`src/rtl/unidade_pc_pkg.sv`:
```
// Shared definitions for the fetch-stage PC unit: opcodes, instruction fields, FSM states.
package unidade_pc_pkg;

    localparam int unsigned XLEN     = 32;
    localparam int unsigned OPCODE_W = 6;
    localparam int unsigned IMM_W    = 16;
    localparam int unsigned TARGET_W = 26;

    localparam logic [OPCODE_W-1:0] OP_STOP = 6'b000000;
    localparam logic [OPCODE_W-1:0] OP_ADD  = 6'b000001;
    localparam logic [OPCODE_W-1:0] OP_SUB  = 6'b000010;
    localparam logic [OPCODE_W-1:0] OP_MUL  = 6'b000011;
    localparam logic [OPCODE_W-1:0] OP_DIV  = 6'b000100;
    localparam logic [OPCODE_W-1:0] OP_AND  = 6'b000101;
    localparam logic [OPCODE_W-1:0] OP_OR   = 6'b000110;
    localparam logic [OPCODE_W-1:0] OP_SLT  = 6'b000111;
    localparam logic [OPCODE_W-1:0] OP_ADDI = 6'b001000;
    localparam logic [OPCODE_W-1:0] OP_LI   = 6'b001001;
    localparam logic [OPCODE_W-1:0] OP_SW   = 6'b001010;
    localparam logic [OPCODE_W-1:0] OP_LW   = 6'b001011;
    localparam logic [OPCODE_W-1:0] OP_JR   = 6'b001100;
    localparam logic [OPCODE_W-1:0] OP_J    = 6'b001101;
    localparam logic [OPCODE_W-1:0] OP_JAL  = 6'b001110;
    localparam logic [OPCODE_W-1:0] OP_BEQ  = 6'b001111;
    localparam logic [OPCODE_W-1:0] OP_BNE  = 6'b010000;
    localparam logic [OPCODE_W-1:0] OP_BGT  = 6'b010001;
    localparam logic [OPCODE_W-1:0] OP_BLT  = 6'b010010;
    localparam logic [OPCODE_W-1:0] OP_BGE  = 6'b010011;
    localparam logic [OPCODE_W-1:0] OP_BLE  = 6'b010100;
    localparam logic [OPCODE_W-1:0] OP_MAX  = 6'b010111;

    typedef enum logic [1:0] {
        S_IDLE  = 2'd0,
        S_RUN   = 2'd1,
        S_HALT  = 2'd2,
        S_FAULT = 2'd3
    } state_t;

    // Control-flow view of an instruction word.
    typedef struct packed {
        logic [OPCODE_W-1:0] opcode;
        logic [TARGET_W-1:0] target26;
    } instr_cf_t;

    function automatic logic is_branch(input logic [OPCODE_W-1:0] op);
        return (op >= OP_BEQ) && (op <= OP_BLE);
    endfunction

    function automatic logic [XLEN-1:0] sext_imm(input logic [IMM_W-1:0] imm);
        return {{(XLEN-IMM_W){imm[IMM_W-1]}}, imm};
    endfunction

endpackage

```
`src/rtl/unidade_pc_calc_prox_pc.sv`:
```
// Combinational next-PC computation and legality checks for the current instruction.
module unidade_pc_calc_prox_pc
    import unidade_pc_pkg::*;
#(
    parameter int unsigned MEM_DEPTH = 256
) (
    input  logic [31:0] pc,
    input  logic [31:0] instrucao,
    input  logic        branch_cond,
    input  logic [31:0] rs_data,
    output logic [31:0] next_pc_c,
    output logic [31:0] pc_plus1_c,
    output logic        out_of_range_c,
    output logic        is_stop_c,
    output logic        is_illegal_c
);

    localparam logic [31:0] DEPTH = 32'(MEM_DEPTH);

    instr_cf_t cf;

    assign cf         = instr_cf_t'(instrucao);
    assign pc_plus1_c = pc + 32'd1;

    // Target selection; all arithmetic wraps modulo 2^32.
    always_comb begin
        next_pc_c = pc_plus1_c;
        case (cf.opcode)
            OP_JR:        next_pc_c = rs_data;
            OP_J, OP_JAL: next_pc_c = 32'(cf.target26);
            default: begin
                if (is_branch(cf.opcode) && branch_cond) begin
                    next_pc_c = pc_plus1_c + sext_imm(cf.target26[IMM_W-1:0]);
                end
            end
        endcase
    end

    // A backward branch past 0 wraps to a huge value and is caught here too.
    assign out_of_range_c = (next_pc_c >= DEPTH);
    assign is_stop_c      = (instrucao == 32'h0);
    assign is_illegal_c   = (cf.opcode > OP_MAX);

endmodule

```
`src/rtl/unidade_pc.sv`:
```
// Program counter and run/halt/fault control for the single-cycle core's fetch stage.
module unidade_pc
    import unidade_pc_pkg::*;
#(
    parameter int unsigned MEM_DEPTH  = 256,
    parameter int unsigned RESET_ADDR = 0
) (
    input  logic        clk,
    input  logic        reset,
    input  logic        start,
    input  logic        stall,
    input  logic [31:0] instrucao,
    input  logic        branch_cond,
    input  logic [31:0] rs_data,
    output logic [31:0] endereco_pc,
    output logic [31:0] pc_plus1,
    output logic        running,
    output logic        halted,
    output logic        fault,
    output logic [31:0] instr_count
);

    localparam logic [31:0] RESET_PC = 32'(RESET_ADDR);

    state_t      state;
    state_t      state_nxt;
    logic [31:0] pc_nxt;
    logic [31:0] cnt_nxt;
    logic [31:0] next_pc_c;
    logic        out_of_range_c;
    logic        is_stop_c;
    logic        is_illegal_c;

    unidade_pc_calc_prox_pc #(
        .MEM_DEPTH (MEM_DEPTH)
    ) u_calc_prox_pc (
        .pc             (endereco_pc),
        .instrucao      (instrucao),
        .branch_cond    (branch_cond),
        .rs_data        (rs_data),
        .next_pc_c      (next_pc_c),
        .pc_plus1_c     (pc_plus1),
        .out_of_range_c (out_of_range_c),
        .is_stop_c      (is_stop_c),
        .is_illegal_c   (is_illegal_c)
    );

    // State, PC, counter and status flags; reset wins over everything.
    always_ff @(posedge clk) begin
        if (reset) begin
            state       <= S_IDLE;
            endereco_pc <= RESET_PC;
            instr_count <= 32'd0;
            running     <= 1'b0;
            halted      <= 1'b0;
            fault       <= 1'b0;
        end else begin
            state       <= state_nxt;
            endereco_pc <= pc_nxt;
            instr_count <= cnt_nxt;
            running     <= (state_nxt == S_RUN);
            halted      <= (state_nxt == S_HALT);
            fault       <= (state_nxt == S_FAULT);
        end
    end

    // Next-state logic; stall freezes RUN ahead of every stop/fault check.
    always_comb begin
        state_nxt = state;
        pc_nxt    = endereco_pc;
        cnt_nxt   = instr_count;
        case (state)
            S_IDLE: begin
                pc_nxt = RESET_PC;
                if (start) begin
                    state_nxt = S_RUN;
                    cnt_nxt   = 32'd0;
                end
            end
            S_RUN: begin
                if (!stall) begin
                    if (is_stop_c) begin
                        state_nxt = S_HALT;
                    end else if (is_illegal_c || out_of_range_c) begin
                        state_nxt = S_FAULT;
                    end else begin
                        pc_nxt  = next_pc_c;
                        cnt_nxt = instr_count + 32'd1;
                    end
                end
            end
            S_HALT, S_FAULT: begin
                if (start) begin
                    state_nxt = S_RUN;
                    pc_nxt    = RESET_PC;
                    cnt_nxt   = 32'd0;
                end
            end
            default: begin
                state_nxt = S_IDLE;
                pc_nxt    = RESET_PC;
            end
        endcase
    end

endmodule

```
`config.mk`:
```
export PLATFORM = sky130hd
export DESIGN_NAME = unidade_pc
export DESIGN_NICKNAME = d
export VERILOG_FILES = /design/src/rtl/unidade_pc_pkg.sv /design/src/rtl/unidade_pc_calc_prox_pc.sv /design/src/rtl/unidade_pc.sv
export SDC_FILE = /design/constraint.sdc
export NUM_CORES = 1
export LEC_CHECK = 0
export BUFFER_PORTS_ARGS = -buffer_cell sky130_fd_sc_hd__buf_4
export CAP_MARGIN = 10
export CORE_ASPECT_RATIO = 1.4
export CORE_UTILIZATION = 45
export CTS_CLUSTER_SIZE = 25
export DETAILED_ROUTE_END_ITERATION = 16
export PLACE_DENSITY_LB_ADDON = 0.25
export SETUP_SLACK_MARGIN = 0.4
export SLEW_MARGIN = 25
export SYNTH_ARGS = -nofsm -noshare
export SYNTH_HDL_FRONTEND = slang
export SYNTH_SLANG_ARGS = --single-unit
```
`constraint.sdc`:
```
create_clock -name clk -period 11.5 [get_ports clk]
set_input_delay 0 -clock clk [delete_from_list [all_inputs] [get_ports clk]]
set_output_delay 0 -clock clk [all_outputs]
set_load 0.02 [all_outputs]
```
==> flow_summary.json <==
{
  "track_usage_pct": 31.10,
  "cts_buffer_depth": 2,
  "cpMaxStageDelayCell": "nor3_1",
  "synth_compound_area_share_pct": 25.48,
  "gp_congestion": 1.028,
  "layout_common_cells": "buf_4, a21oi_1, nand2_1",
  "yosysWarnings": 0,
  "multi_input_area_um2": 4614,
  "grt_pass1_wl_um": 34560,
  "drtIter0Drc": 518,
  "chipHeight_um": 141.1,
  "cts_resized": 0,
  "drcViolationCount": 0,
  "numCtsBuffers": 9,
  "synth-edff-count": 0,
  "htreeDepth": 3,
  "setup_viol": 0,
  "yosysUniqueCellTypes": 68,
  "synthMuxAreaShare_pct": 2.436,
  "cp_slowest_stage_delay_ns": 0.55,
  "die_w_um": 101.3,
  "root_buffer": "clkbuf_16",
  "start_util_pct": 46.21,
  "synthTopCellsByArea": "dfxtp_1, ha_1, a21oi_1",
  "row_count": 50,
  "synth_top_cell_by_area": "dfxtp_1",
  "hpwl_um": 17520,
  "diodes": 0,
  "crit_fanout": 60,
  "rsz0062_at_grt": "no",
  "syn2layout_area_growth_pct": 26.09,
  "slew_headroom_pct": 44.89,
  "crit_type": "flop to flop",
  "nNetsFinal": 1080,
  "ys.flop_type": "dfxtp_1",
  "slew_viol_final": 0,
  "synth_seq_cells": 69,
  "worst_ep_arrival_time_ns": 6.87,
  "synth_top_family_by_area": "simple AND/OR/NAND/NOR gates",
  "wl_per_cell_um": 19.08,
  "final_common_cell": "buf_4",
  "fill_cells": 1326,
  "hold_violations": 0,
  "crit_chain": "ha_1 -> nand4_1 -> nor3_1 -> and3_1 -> nand3_1 -> xor2_1 -> inv_1 -> ha_1 -> a21oi_1 -> o21ai_0 -> a21oi_1 -> o22ai_1 -> a211oi_1 -> o31ai_1 -> or4_1 -> or3_1 -> o41a_1 -> buf_4 -> or4_1 -> a21oi_1",
  "path_clk_slew_ns": 0.06,
  "finalCoreUtilization_pct": 58.27,
  "cts_tree": "yes",
  "crit_family": "simple AND/OR/NAND/NOR gates",
  "ys_seq_area_share_pct": 22.22,
  "grt_overflow": 0,
  "post-route-period-util_pct": 57.45,
  "antenna_found_initial": 0,
  "critPathMostFrequentCell": "a21oi_1",
  "clock_latency_ns": 0.34,
  "max_freq_mhz": 151.4,
  "grt_pass1_vias": 6655,
  "fin_setup_tns_ns": 0,
  "async_reset_ff_share_pct": 0,
  "ant_nets": 0,
  "min_period_ns": 6.607,
  "ir_drop_uv": 73.49,
  "num_io_pins": 168,
  "cts.sinks": 69,
  "dr.pass1.iters": 6,
  "syn_nets": 941,
  "avgSynthCellArea_um2": 7.444,
  "synthCells": 835,
  "start_kind": "flop",
  "holdCritPathClass": "input port to flop",
  "maxCapViolCount": 0,
  "dieArea_um2": 14290,
  "io_buffers": 167,
  "vias": 7211,
  "endpoint_kind": "flop",
  "p_leak_nw": 3.208,
  "required_ns": 11.76,
  "postCtsSetupBuffers": 0,
  "core_area_um2": 13450,
  "grt_max_degree": 61,
  "synth_xor_area_share_pct": 7.186,
  "fin_skew_ns": 0.01324,
  "synthAdderAreaFrac_pct": 7.568,
  "power_density_nw_per_um2": 75.50,
  "vias_per_cell": 6.211,
  "synthSimpleGateAreaFrac_pct": 31.38,
  "ff_latch_area_um2": 1381,
  "critPathBufInv": 2,
  "hold_buffers": 1,
  "synth_area_um2": 6216,
  "synth_top_area_share_pct": 22.22,
  "outcome": "finished clean",
  "postRouteWirelength_um": 22150,
  "layout-drive-gt1-share_pct": 20.74,
  "tightest_slew_ns": 0.8266
}
## synthesized netlist by cell type (3+ instances only)
library cell,n
a211o_1,3
a211oi_1,8
a21o_1,8
a21oi_1,84
a221oi_1,3
a22o_1,4
a22oi_1,8
a31oi_1,4
a32o_1,7
a41oi_1,3
and2_1,35
and3_1,15
and4_1,7
buf_2,5
clkbuf_1,35
dfxtp_1,69
ha_1,36
inv_1,12
mux2i_1,14
nand2_1,81
nand2b_1,4
nand3_1,40
nand4_1,34
nor2_1,43
nor2b_1,7
nor3_1,21
nor4_1,19
o211ai_1,6
o21a_1,5
o21ai_0,57
o21ai_1,3
o31ai_1,21
or3_1,27
or4_1,14
xnor2_1,32
xor2_1,19
## logic make-up after synthesis
kind of cell	count (synthesis)
xor+xnor	51
simple gates	359
fa+ha+maj	37
flops	69
mux	15
compound gates	248
buf+inv	56
## registers in the layout, indices dropped and copies added, names as in the netlist
name,flops
endereco_pc,32
instr_count,32
state,2
fault,1
halted,1
running,1
## final cells by class
type,count,area share (%)
inverters,12,0.5747
multi-input cells,710,58.88
repair buffers,172,16.51
clock inverters,7,0.6386
well taps,182,2.905
clock buffers,9,2.874
flip-flops and latches,69,17.62
## worst min-delay path, delay by kind of cell
family        cells  cell delay [ns]
simple gates      3             0.20
buf+inv           1             0.10
## worst paths after layout
check / from / to / slack [ns] / depth (start not counted)
worst min register to register: instr_count[19] / instr_count[19] / 0.49 / 2
worst max-delay path: endereco_pc[0] / instr_count[5] / 4.89 / 20
worst max register to register: endereco_pc[0] / instr_count[5] / 4.89 / 20
worst min-delay path: start / halted / 0.01 / 4
## per-stage QoR
step / hold slack, ns / power (mW) / area (um2) / setup slack, ns / cells
final: 0.01441 / 0.5917 / 7838 / 4.893 / 1161
after global routing: 0.06919 / 0.6168 / 7838 / 4.588 / 1161
after CTS: 0.003650 / 0.5944 / 7838 / 5.060 / 1161
after detailed placement: 0.2640 / 0.3391 / 7552 / 5.099 / 1144
after global placement: 0.2383 / 0.3387 / 7545 / 5.207 / 1144
after floorplan: 0.2005 / 0.3006 / 6216 / 5.674 / 835
## power by group
part / switching, mW / internal, mW
sequential: 0.00101 / 0.240
clock: 0.110 / 0.146
combinational: 0.0560 / 0.0383
total: 0.167 / 0.425
## per-layer routing
layer / global-route usage, % / vias to the layer above / wire (um)
li1: - / 3450 / -
met1: 36.59 / 3348 / 8710
met2: 53.60 / 333 / 10640
met3: 5.156 / 80 / 1588
met4: 15.87 / 0 / 1215
met5: 0 / - / 0
Power figures use the tool's default switching activity.
